==> src/rtl/branch_resolution_unit_if.sv <==
// Fetch/execute <-> branch resolution unit signal bundle.
//   master : fetch + execute side (drives predictions and resolutions)
//   slave  : branch_resolution_unit (drives recovery and training outputs)
interface branch_resolution_unit_if #(
  parameter int unsigned PC_W  = 32,
  parameter int unsigned CNT_W = 16
);

  // Prediction push from fetch
  logic              pred_valid_in;
  logic              pred_taken_in;
  logic [PC_W-1:0]   pred_pc_in;
  logic [PC_W-1:0]   pred_target_in;

  // Resolution from execute
  logic              res_valid_in;
  logic              res_taken_in;
  logic [PC_W-1:0]   res_target_in;

  // Recovery, training and status
  logic              queue_full_out;
  logic              flush_out;
  logic              redirect_valid_out;
  logic [PC_W-1:0]   redirect_pc_out;
  logic              stall_out;
  logic              update_valid_out;
  logic              update_taken_out;
  logic [CNT_W-1:0]  mispredict_count_out;
  logic              protocol_err_out;

  modport master (
    output pred_valid_in, pred_taken_in, pred_pc_in, pred_target_in,
    output res_valid_in, res_taken_in, res_target_in,
    input  queue_full_out, flush_out, redirect_valid_out, redirect_pc_out,
    input  stall_out, update_valid_out, update_taken_out,
    input  mispredict_count_out, protocol_err_out
  );

  modport slave (
    input  pred_valid_in, pred_taken_in, pred_pc_in, pred_target_in,
    input  res_valid_in, res_taken_in, res_target_in,
    output queue_full_out, flush_out, redirect_valid_out, redirect_pc_out,
    output stall_out, update_valid_out, update_taken_out,
    output mispredict_count_out, protocol_err_out
  );

endinterface

==> src/rtl/branch_resolution_unit.sv <==
// Execute-side branch resolution unit.
// Queues predictions issued at fetch, resolves them in order against the
// actual outcome, and on a mispredict runs a FLUSH -> DRAIN recovery that
// flushes IF/ID, redirects the PC and stalls fetch. Every accepted
// resolution is returned to the predictor as a one-cycle training strobe.
// Ports:
//   clock : rising-edge clock
//   reset : synchronous active-low reset
//   bus   : slave side of branch_resolution_unit_if (prediction push,
//           resolution, flush/redirect/stall, training, counter, error)
module branch_resolution_unit #(
  parameter int unsigned DEPTH = 4,
  parameter int unsigned PC_W  = 32,
  parameter int unsigned CNT_W = 16
) (
  input  logic                     clock,
  input  logic                     reset,
  branch_resolution_unit_if.slave  bus
);

  localparam int unsigned AW = $clog2(DEPTH);

  typedef struct packed {
    logic            taken;
    logic [PC_W-1:0] pc;
    logic [PC_W-1:0] target;
  } entry_t;

  typedef enum logic [1:0] {
    IDLE  = 2'd0,
    FLUSH = 2'd1,
    DRAIN = 2'd2
  } state_t;

  state_t           state;
  entry_t           mem [DEPTH];
  logic [AW:0]      wr_ptr;
  logic [AW:0]      rd_ptr;

  logic             flush_q;
  logic             redirect_valid_q;
  logic [PC_W-1:0]  redirect_pc_q;
  logic             stall_q;
  logic             update_valid_q;
  logic             update_taken_q;
  logic [CNT_W-1:0] count_q;
  logic             err_q;

  logic             full;
  logic             empty;
  logic             is_idle;
  entry_t           head;
  entry_t           push_entry;
  logic             res_acc;
  logic             push_acc;
  logic             res_err;
  logic             push_err;
  logic             mispredict;
  logic [AW:0]      wr_ptr_nxt;
  logic [AW:0]      rd_ptr_nxt;
  logic [PC_W-1:0]  fix_pc;

  // Queue status from the extra pointer wrap bit
  assign full  = (wr_ptr[AW] != rd_ptr[AW]) && (wr_ptr[AW-1:0] == rd_ptr[AW-1:0]);
  assign empty = (wr_ptr == rd_ptr);
  assign head  = mem[rd_ptr[AW-1:0]];

  assign push_entry = '{taken: bus.pred_taken_in, pc: bus.pred_pc_in, target: bus.pred_target_in};

  // Accept/reject decisions; pushes and resolutions are only honoured in IDLE
  always_comb begin
    is_idle  = (state == IDLE);
    res_acc  = is_idle && bus.res_valid_in && !empty;
    res_err  = is_idle && bus.res_valid_in && empty;
    // A same-cycle pop frees the slot, so a push into a full queue is legal then
    push_acc = is_idle && bus.pred_valid_in && (!full || res_acc);
    push_err = is_idle && bus.pred_valid_in && full && !res_acc;

    // Not-taken with matching direction never compares targets
    mispredict = res_acc &&
                 ((bus.res_taken_in != head.taken) ||
                  (bus.res_taken_in && (bus.res_target_in != head.target)));

    wr_ptr_nxt = push_acc ? wr_ptr + (AW+1)'(1) : wr_ptr;
    // A mispredict discards every younger entry, including one pushed this cycle
    if (mispredict) begin
      rd_ptr_nxt = wr_ptr_nxt;
    end else if (res_acc) begin
      rd_ptr_nxt = rd_ptr + (AW+1)'(1);
    end else begin
      rd_ptr_nxt = rd_ptr;
    end

    // Correct fetch address; the +4 wraps naturally at PC_W bits
    fix_pc = bus.res_taken_in ? bus.res_target_in : head.pc + PC_W'(4);
  end

  // Queue storage; contents are don't-care while the pointers say empty
  always_ff @(posedge clock) begin
    if (reset && push_acc) begin
      mem[wr_ptr[AW-1:0]] <= push_entry;
    end
  end

  // Recovery FSM, queue pointers and all registered outputs
  always_ff @(posedge clock) begin
    if (!reset) begin
      state            <= IDLE;
      wr_ptr           <= '0;
      rd_ptr           <= '0;
      flush_q          <= 1'b0;
      redirect_valid_q <= 1'b0;
      redirect_pc_q    <= '0;
      stall_q          <= 1'b0;
      update_valid_q   <= 1'b0;
      update_taken_q   <= 1'b0;
      count_q          <= '0;
      err_q            <= 1'b0;
    end else begin
      wr_ptr         <= wr_ptr_nxt;
      rd_ptr         <= rd_ptr_nxt;
      update_valid_q <= res_acc;
      if (res_acc) begin
        update_taken_q <= bus.res_taken_in;
      end
      if (res_err || push_err) begin
        err_q <= 1'b1;
      end

      case (state)
        IDLE: begin
          if (mispredict) begin
            state            <= FLUSH;
            flush_q          <= 1'b1;
            redirect_valid_q <= 1'b1;
            stall_q          <= 1'b1;
            redirect_pc_q    <= fix_pc;
            if (count_q != '1) begin
              count_q <= count_q + CNT_W'(1);
            end
          end
        end
        FLUSH: begin
          state            <= DRAIN;
          flush_q          <= 1'b0;
          redirect_valid_q <= 1'b0;
        end
        DRAIN: begin
          state   <= IDLE;
          stall_q <= 1'b0;
        end
        default: begin
          state            <= IDLE;
          flush_q          <= 1'b0;
          redirect_valid_q <= 1'b0;
          stall_q          <= 1'b0;
        end
      endcase
    end
  end

  assign bus.queue_full_out       = full;
  assign bus.flush_out            = flush_q;
  assign bus.redirect_valid_out   = redirect_valid_q;
  assign bus.redirect_pc_out      = redirect_pc_q;
  assign bus.stall_out            = stall_q;
  assign bus.update_valid_out     = update_valid_q;
  assign bus.update_taken_out     = update_taken_q;
  assign bus.mispredict_count_out = count_q;
  assign bus.protocol_err_out     = err_q;

endmodule

==> src/flat_wrapper.sv <==
// flat-port wrapper written by rule: the top's interface ports become plain ports
module branch_resolution_unit_flat 
#(
  parameter int unsigned DEPTH = 4,
  parameter int unsigned PC_W  = 32,
  parameter int unsigned CNT_W = 16
)
  (clock, reset, bus_pred_valid_in, bus_pred_taken_in, bus_pred_pc_in, bus_pred_target_in, bus_res_valid_in, bus_res_taken_in, bus_res_target_in, bus_queue_full_out, bus_flush_out, bus_redirect_valid_out, bus_redirect_pc_out, bus_stall_out, bus_update_valid_out, bus_update_taken_out, bus_mispredict_count_out, bus_protocol_err_out);
  branch_resolution_unit_if #(.PC_W(PC_W), .CNT_W(CNT_W)) bus_i ();
  input  logic clock;
  input  logic reset;
  input wire logic [$bits(bus_i.pred_valid_in)-1:0] bus_pred_valid_in;
  input wire logic [$bits(bus_i.pred_taken_in)-1:0] bus_pred_taken_in;
  input wire logic [$bits(bus_i.pred_pc_in)-1:0] bus_pred_pc_in;
  input wire logic [$bits(bus_i.pred_target_in)-1:0] bus_pred_target_in;
  input wire logic [$bits(bus_i.res_valid_in)-1:0] bus_res_valid_in;
  input wire logic [$bits(bus_i.res_taken_in)-1:0] bus_res_taken_in;
  input wire logic [$bits(bus_i.res_target_in)-1:0] bus_res_target_in;
  output wire logic [$bits(bus_i.queue_full_out)-1:0] bus_queue_full_out;
  output wire logic [$bits(bus_i.flush_out)-1:0] bus_flush_out;
  output wire logic [$bits(bus_i.redirect_valid_out)-1:0] bus_redirect_valid_out;
  output wire logic [$bits(bus_i.redirect_pc_out)-1:0] bus_redirect_pc_out;
  output wire logic [$bits(bus_i.stall_out)-1:0] bus_stall_out;
  output wire logic [$bits(bus_i.update_valid_out)-1:0] bus_update_valid_out;
  output wire logic [$bits(bus_i.update_taken_out)-1:0] bus_update_taken_out;
  output wire logic [$bits(bus_i.mispredict_count_out)-1:0] bus_mispredict_count_out;
  output wire logic [$bits(bus_i.protocol_err_out)-1:0] bus_protocol_err_out;
  assign bus_i.pred_valid_in = bus_pred_valid_in;
  assign bus_i.pred_taken_in = bus_pred_taken_in;
  assign bus_i.pred_pc_in = bus_pred_pc_in;
  assign bus_i.pred_target_in = bus_pred_target_in;
  assign bus_i.res_valid_in = bus_res_valid_in;
  assign bus_i.res_taken_in = bus_res_taken_in;
  assign bus_i.res_target_in = bus_res_target_in;
  assign bus_queue_full_out = bus_i.queue_full_out;
  assign bus_flush_out = bus_i.flush_out;
  assign bus_redirect_valid_out = bus_i.redirect_valid_out;
  assign bus_redirect_pc_out = bus_i.redirect_pc_out;
  assign bus_stall_out = bus_i.stall_out;
  assign bus_update_valid_out = bus_i.update_valid_out;
  assign bus_update_taken_out = bus_i.update_taken_out;
  assign bus_mispredict_count_out = bus_i.mispredict_count_out;
  assign bus_protocol_err_out = bus_i.protocol_err_out;
  branch_resolution_unit #(.DEPTH(DEPTH), .PC_W(PC_W), .CNT_W(CNT_W)) u_core (.clock(clock), .reset(reset), .bus(bus_i));
endmodule
==> config.mk <==
export PLATFORM = sky130hd
export DESIGN_NAME = branch_resolution_unit_flat
export DESIGN_NICKNAME = d
export VERILOG_FILES = /design/src/rtl/branch_resolution_unit_if.sv /design/src/rtl/branch_resolution_unit.sv /design/src/flat_wrapper.sv
export SDC_FILE = /design/constraint.sdc
export NUM_CORES = 1
export LEC_CHECK = 0
export ABC_AREA = 0
export BUFFER_PORTS_ARGS = -buffer_cell sky130_fd_sc_hd__buf_2
export CAP_MARGIN = 20
export CORE_MARGIN = 8
export CORE_UTILIZATION = 35
export CTS_BUF_LIST = sky130_fd_sc_hd__clkbuf_4
export CTS_CLUSTER_SIZE = 12
export DETAILED_ROUTE_END_ITERATION = 7
export PLACE_DENSITY = 0.55
export SETUP_SLACK_MARGIN = 0.2
export SLEW_MARGIN = 20
export SYNTH_ARGS = -nofsm -noshare
export SYNTH_HDL_FRONTEND = slang
export SYNTH_SLANG_ARGS = --single-unit
==> constraint.sdc <==
create_clock -name clock -period 7.15 [get_ports clock]
set_input_delay 0.3575 -clock clock [delete_from_list [all_inputs] [get_ports clock]]
set_output_delay 0.3575 -clock clock [all_outputs]
set_load 0.03 [all_outputs]
; Word-level counts from Yosys, hierarchy flattened
; Memories as Yosys holds them, arrays and structs flattened. A register that Yosys moved wholly into a read port is not among the register bits.
; Cells that the tools add are included.
[totals]
register_bits = 61
ramBits = 260
input_bits = 102
out_inout_bits = 55
wordCells = 62
mem_count = 1
[mem_list]
columns = memory, depth, width, read_ports, rd_ports_with_merged_regs, write_ports, line_no
row1 = u_core.mem, 4, 65, 1, 1, 1, branch_resolution_unit.sv:36  ; entry_t mem [DEPTH];
[op_classes]
add_sub_neg = 4
n_eq_ne = 9
muxes = 13
bitwise_logic = 2
reduce_logical = 23
[op_table]
columns = cell, n
row1 = $add A32 B3 Y32 const B, 1
row2 = $mux W32, 1
row3 = $ne A32 B32 Y1, 1
row4 = $add A16 B1 Y16 const B, 1
row5 = $ne A16 B16 Y1 const B, 1
row6 = $logic_and A1 B1 Y1, 11
row7 = $mux W3, 3
row8 = $add A3 B1 Y3 const B, 2
row9 = $mux W2, 3
row10 = $reduce_and A2 Y1, 3
row11 = $pmux W1 S2, 2
row12 = $pmux W2 S2, 1
row13 = $eq A3 B3 Y1, 1
row14 = $logic_not A1 Y1, 3
row15 = $logic_or A1 B1 Y1, 3
row16 = $mux W1, 3
row17 = $reduce_and A3 Y1, 1
row18 = $eq A2 B1 Y1 const B, 1
row19 = $eq A2 B2 Y1, 1
row20 = $eq A2 B2 Y1 const B, 1
row21 = $logic_not A2 Y1, 1
row22 = $ne A1 B1 Y1, 2
row23 = $ne A2 B2 Y1 const B, 1
row24 = $not A1 Y1, 2
row25 = $reduce_bool A2 Y1, 1

; Depth between registers and ports, before layout
; Gate-level depths: netlist of run 1.
[depth]
word_depth = 9
depth_mapped = 14
depth_no_buf = 9

; Worst setup path after synthesis of run 1
; Ideal clock, no wire load.
[synth_path]
path_type = input port to flip-flop
startpoint = input port reset
endpoint = memory u_core.mem[3][0] (netlist name) (enable)
setup_time_ns = 0.567
arrival_time_ns = 5.534
required_ns = 6.583
slack_ns = 1.049
cell_stages = 4
n_path_buf = 2
cell_sequence = clkbuf_1 > clkinv_1 > clkbuf_1 > nor3_1
[synth_via]
elab_chain_cells = 3
[synth_rtl]
columns = element, line_no
row1 = "start, declared", flat_wrapper.sv:11  ; input logic reset;
row2 = $logic_and A1 B1 Y1, branch_resolution_unit.sv:100  ; if (reset && push_acc) begin
row3 = $mux W1, branch_resolution_unit.sv:100
row4 = $mux W1 (not written as such), branch_resolution_unit.sv:101  ; mem[wr_ptr[AW-1:0]] <= push_entry;
row5 = "end, declared", branch_resolution_unit.sv:36
; No other way between the ends.

==> reports/metrics.yaml, run 1 <==
critical_path:
  critPathTopFamily: "simple AND/OR/NAND/NOR gates"
  critical_path.cell_chain: "mux4_2 -> nor2b_1 -> or4_1 -> a2111oi_2 -> nand4_1 -> nand2_2 -> buf_4 -> mux2i_1 -> nor2_1"
  critPathBufInv: 1
  crit_fanout: 50
  cpPeakStageDelay_ps: 990
  cp-start-kind: "flip-flop"
  setup.worst_path.end_class: "flip-flop"
  arrival_ps: 5260
  cp.required_ps: 7740
  cp_slowest_cell: "dfxtp_4"
  crit_type: "reg -> reg"
timing:
  drv_slew: 0
  rsz0062_at_grt: "false"
  fin_crit_ps: 4670
  hold_violations: 0
  finalCritPeriodShare_pct: 65.3
  setup-tns-final_ps: 0
  slew_headroom_pct: 28.0
  clock_skew_ps: 41.6
  tightest_slew_ps: 1080
  setup_viol: 0
  setup_slack_ps: 2480
  max_freq_ghz: 0.214
placement:
  io_buffer_count: 156
  place_congestion: 0.787
  place_inst: 1482
  hpwlAfterDp_um: 23600
  preCtsSetupSlack_ps: 2420
power:
  intPower_mw: 3.43
  total_power_mw: 4.77
  p_leak_nw: 5.73
  combPwrFrac_pct: 18.6
  peakVddDrop_mv: 0.135
  power_density_mw_per_mm2: 289
  switching_share_pct: 28.2
  p_seq_share_pct: 47.8
  p_sw_mw: 1.35
  clkPwrFrac_pct: 33.7
route:
  remaining_drc_errors: 0
  post_drt_wl_per_cell_um: 20.4
  dr_wl_met2_um: 16300
  drt-total-wl_um: 34900
  via_count: 8453
  highest_layer: "met5"
  ant_nets: 0
  vias_per_cell: 4.94
  wl_met3_um: 2070
  wl_met1_um: 15700
  drt_first_pass_iters: 5
  drtIter0Drc: 576
clocking:
  cts_tree: "done"
  clk_pin_slew_ps: 70
  clock_sinks: 323
  post_cts_buffers: 0
  h-tree-depth: 3
  cts_buffers: 86
  clockBufferDepth: 3
  clock_latency_ps: 730
  cts_root_buf: "clkbuf_4"
die:
  rows: 71
  ios: 157
  dieArea_mm2: 0.0448
  fp.dieW_um: 212
  die_h_um: 212
  coreArea_mm2: 0.0377
  start_util_pct: 35.6
synthesis:
  ys_seq_elements: 323
  synth_cell_type_count: 55
  async_reset_ff_share_pct: 0
  avgSynthCellArea_um2: 15.8
  synth_warnings: 0
  synth_edf_count: 260
  syn_inst: 849
  synth_fp_nets: 958
  ys_seq_area_share_pct: 67.6
  synth.cell_area_mm2: 0.0134
  synth_ff_type: "edfxtp_1"
job:
  maxCapViolCount: 0
global_route:
  grt_first_pass_wirelength_um: 52800
  overflow: 0
  grt_usage_pct: 15.6
  antenna_found_initial: 2
  grt_pass1_vias: 8830
  grt_max_degree: 66
finish:
  layout_common_cells: "edfxtp_1, buf_2, clkbuf_4, dlygate4sd3_1, dfxtp_1"
  drive_gt1_share_pct: 31.8
  register_area_mm2: 0.00908
  mostFrequentLayoutCell: "edfxtp_1"
  instances_no_fill: 1711
  area_delta_synth_final_pct: 23.3
  fill_cells: 3498
  multi_input_area_mm2: 0.00404
  fin_nets: 1245
outcome:
  status: "finished, final reports clean"
worst_hold_path:
  hold_path_class: "in -> reg"
power groups by stage:
stage | Sequential [mW] | Clock (mW) | Combinational, mW
final | 2.28 | 1.61 | 0.885
after global routing | 2.30 | 1.76 | 0.967
after CTS | 2.29 | 1.67 | 0.898
after detailed placement | 2.33 | 0 | 0.861
after global placement | 2.32 | 0 | 0.854
after floorplan | 2.32 | 0 | 0.612
sequential cells by signal (all words and copies together), names as in the netlist, named ones only:
register / cells
u_core.bus.update_taken_out: 1
u_core.bus.flush_out: 1
u_core.bus.redirect_pc_out: 32
u_core.bus.update_valid_out: 1
u_core.wr_ptr: 3
u_core.bus.stall_out: 1
u_core.bus.mispredict_count_out: 16
u_core.rd_ptr: 3
u_core.state: 2
u_core.bus.protocol_err_out: 1
u_core.mem: 260
final cells by class:
cell class	count	area share, %
sequential	323	54.9
multi-input combinational	469	24.4
timing repair buffer	243	9.89
clock buffer	133	6.04
tap	511	3.87
clock inverter	18	0.598
inverter	13	0.295
antenna	1	0.0151
path summary, 6_finish.rpt:
kind | slack (ps) | depth (start not counted) | endpoint | startpoint
max | 2480 | 9 | u_core.bus.redirect_pc_out[5] | flip-flop
min | 60 | 3 | u_core.bus.redirect_pc_out[28] | bus_res_target_in[28]
max reg2reg | 2480 | 9 | u_core.bus.redirect_pc_out[5] | flip-flop
min reg2reg | 440 | 1 | u_core.state[1] | u_core.state[1]
Yosys cell counts, drive strengths merged (7+ instances only):
cell    count  share of area (%)
o31ai      13               0.73
edfxtp    260                 58
nand4      16               0.84
a21oi      17               0.63
mux2i      33                2.5
mux4       60                 10
nand3      37                1.4
nor2b       8               0.37
xnor2      50                3.3
dfxtp      63                9.4
nor3       11               0.52
ha          7               0.65
buf        25                1.5
nor2       43                1.2
o21ai      27                1.0
inv        12               0.34
clkbuf     19               0.53
nand2b      9               0.42
nand2      53                1.5
nor4        8               0.37
xor2       10               0.65
timing repair:
item,4_1_cts,5_1_grt
setup endpoints to repair,0,0
gates resized for setup,0,0
hold endpoints to repair,270,0
hold buffers,76,0
layer usage:
| layer | track usage, % | vias up |
|---|---|---|
| met1 | 20.6 | 4161 |
| met5 | 0 | - |
| met3 | 4.32 | 62 |
| met4 | 5.68 | 2 |
| li1 | - | 3951 |
| met2 | 24.4 | 277 |
per-stage QoR:
stage / util (%) / hold WS [ps] / area, um^2
after floorplan: - / 413 / 13400
after global placement: 38.9 / 424 / 14700
after detailed placement: 38.9 / 432 / 14700
after CTS: 43.9 / 5.30 / 16500
after global routing: 43.9 / 29.0 / 16500
final: 43.9 / 61.6 / 16500
worst reg2reg max path, delay by kind of cell, from the launching register on:
| kind | cells | cell delay (ps) |
|---|---|---|
| simple gates | 5 | 1890 |
| flops | 1 | 990 |
| compound gates | 1 | 290 |
| mux | 2 | 900 |
| buf+inv | 1 | 500 |
kinds of logic after synthesis:
logic type               Yosys count  synth area share (%)
AO/OA/AOI/OAI                     94                  4.70
XOR/XNOR                          60                  3.92
adder cells (fa/ha/maj)            7                 0.653
buffers and inverters             57                  2.36
flip-flops                       323                  67.6
multiplexers                      94                  12.6
AND/OR/NAND/NOR                  214                  8.14
Power figures use the tool's default switching activity.
==> inputs of run 2 (changes only) <==
--- a/config.mk
+++ b/config.mk
@@ -13,7 +13,7 @@
 export CTS_BUF_LIST = sky130_fd_sc_hd__clkbuf_4
 export CTS_CLUSTER_SIZE = 12
 export DETAILED_ROUTE_END_ITERATION = 7
-export PLACE_DENSITY = 0.55
+export PLACE_DENSITY = 0.57
 export SETUP_SLACK_MARGIN = 0.2
 export SLEW_MARGIN = 20
 export SYNTH_ARGS = -nofsm -noshare
==> constraint.sdc (replaced) <==
create_clock -name clock -period 3.9 [get_ports clock]
set_input_delay 0.195 -clock clock [delete_from_list [all_inputs] [get_ports clock]]
set_output_delay 0.195 -clock clock [all_outputs]
set_load 0.03 [all_outputs]
==> run 2 against run 1 <==
  * Clock power increased by 100%
  * Clock-buffer cell count stayed put
  * Power increased by 91%
  * Highest routed layer unchanged
==> reports/metrics.yaml, run 2 (synthesized netlist as in run 1, its figures left out) <==
clocking:
  cts_buffers: 90
  cts_root_buf: "clkbuf_4"
  cts_tree: "done"
  clock_latency_ps: 730
  h-tree-depth: 3
  clk_pin_slew_ps: 60
  clock_sinks: 323
  clockBufferDepth: 3
placement:
  place_congestion: 0.815
  preCtsSetupSlack_ps: 461
  hpwlAfterDp_um: 24300
  io_buffer_count: 156
  placedInstanceArea_mm2: 0.0148
route:
  post_drt_wl_per_cell_um: 20.1
  drt-total-wl_um: 35500
  drtIter0Drc: 515
  remaining_drc_errors: 0
  drt_first_pass_iters: 5
  vias_per_cell: 4.91
  via_count: 8679
  ant_nets: 0
timing:
  tightest_slew_ps: 940
  slew_headroom_pct: 37.4
  fin_crit_ps: 3430
  drv_slew: 0
  clock_skew_ps: 40.2
  rsz0062_at_grt: "false"
  setup_slack_ps: 470
  hold-worst-slack_ps: 90.6
  setup-tns-final_ps: 0
  hold_violations: 0
  max_freq_ghz: 0.292
  setup_viol: 0
  finalCritPeriodShare_pct: 88.0
finish:
  drive_gt1_share_pct: 32.3
  mostFrequentLayoutCell: "edfxtp_1"
  multi_input_area_mm2: 0.00405
  fill_cells: 3490
  register_area_mm2: 0.00908
  fin_nets: 1286
  area_delta_synth_final_pct: 27.1
  largest_reg_flops: 260
  layout_common_cells: "edfxtp_1, buf_2, clkbuf_4, dlygate4sd3_1, dfxtp_1"
  final_area_mm2: 0.0171
job:
  maxCapViolCount: 0
worst_hold_path:
  hold_path_class: "in -> reg"
  min_from: "reset"
die:
  start_util_pct: 35.6
  rows: 71
  die_h_um: 212
  coreArea_mm2: 0.0377
  fp.dieW_um: 212
  dieArea_mm2: 0.0448
  ios: 157
power:
  p_leak_nw: 6.00
  peakVddDrop_mv: 0.312
  total_power_mw: 9.14
  power_density_mw_per_mm2: 536
global_route:
  overflow: 0
  grt_pass1_vias: 9152
  grt_usage_pct: 15.8
  grt_max_degree: 57
  antenna_found_initial: 5
  grt_first_pass_wirelength_um: 53600
critical_path:
  cp.required_ps: 4460
  arrival_ps: 3990
  critical_path.cell_chain: "mux4_2 -> nor2b_1 -> or4_1 -> a2111oi_2 -> nand4_1 -> nand2_2 -> buf_12 -> mux2i_1 -> nor2_1"
  crit_type: "reg -> reg"
  crit_fanout: 35
  cpPeakStageDelay_ps: 570
  r2r_setup_slack_ps: 470
  cp_slowest_cell: "dfxtp_4"
  setup.worst_path.end_class: "flip-flop"
  cp-start-kind: "flip-flop"
outcome:
  status: "finished, final reports clean"
run 2: cell type report:
| class | instances | share of cell area, % |
|---|---|---|
| clock buffers | 133 | 5.86 |
| multi-input cells | 469 | 23.8 |
| well taps | 511 | 3.75 |
| diodes | 3 | 0.0440 |
| clock inverters | 36 | 1.45 |
| inverters | 13 | 0.286 |
| repair buffers | 280 | 11.6 |
| flip-flops and latches | 323 | 53.2 |
run 2: layer usage:
metal / wire length (um) / track usage, %
met2: 16500 / 24.7
met1: 15800 / 20.8
met5: 13 / 0
met4: 671 / 5.10
met3: 2480 / 4.72
run 2: what timing repair did:
item	4_1_cts	5_1_grt
hold buffers	97	0
resized for setup	0	1
setup buffers	0	0
endpoints found under the hold margin	292	0
endpoints found under the setup margin	0	1
run 2: worst paths after layout:
check / endpoint / cells past startpoint
worst min register to register: u_core.state[1] / 1
worst max register to register: u_core.bus.redirect_pc_out[10] / 9
worst min-delay path: u_core.bus.mispredict_count_out[13] / 4
worst max-delay path: u_core.bus.redirect_pc_out[10] / 9
run 2: critical path: cells and delay by family (launching register included):
kind                   cells  cell delay [ps]
flip-flops                 1              570
multiplexers               2              760
AO/OA/AOI/OAI              1              300
AND/OR/NAND/NOR            5             1370
buffers and inverters      1              270
run 2: stage by stage:
stage,instances,utilization (%)
2_1_floorplan,849,-
3_3_place_gp,1499,39.3
3_5_place_dp,1499,39.3
4_1_cts,1765,45.2
5_1_grt,1768,45.3
6_report,1768,45.3
run 2: where the power goes:
group	internal, mW	total [mW]	switching (mW)
registers	3.96	4.10	0.142
clock network	1.84	3.25	1.42
logic	0.772	1.78	1.01
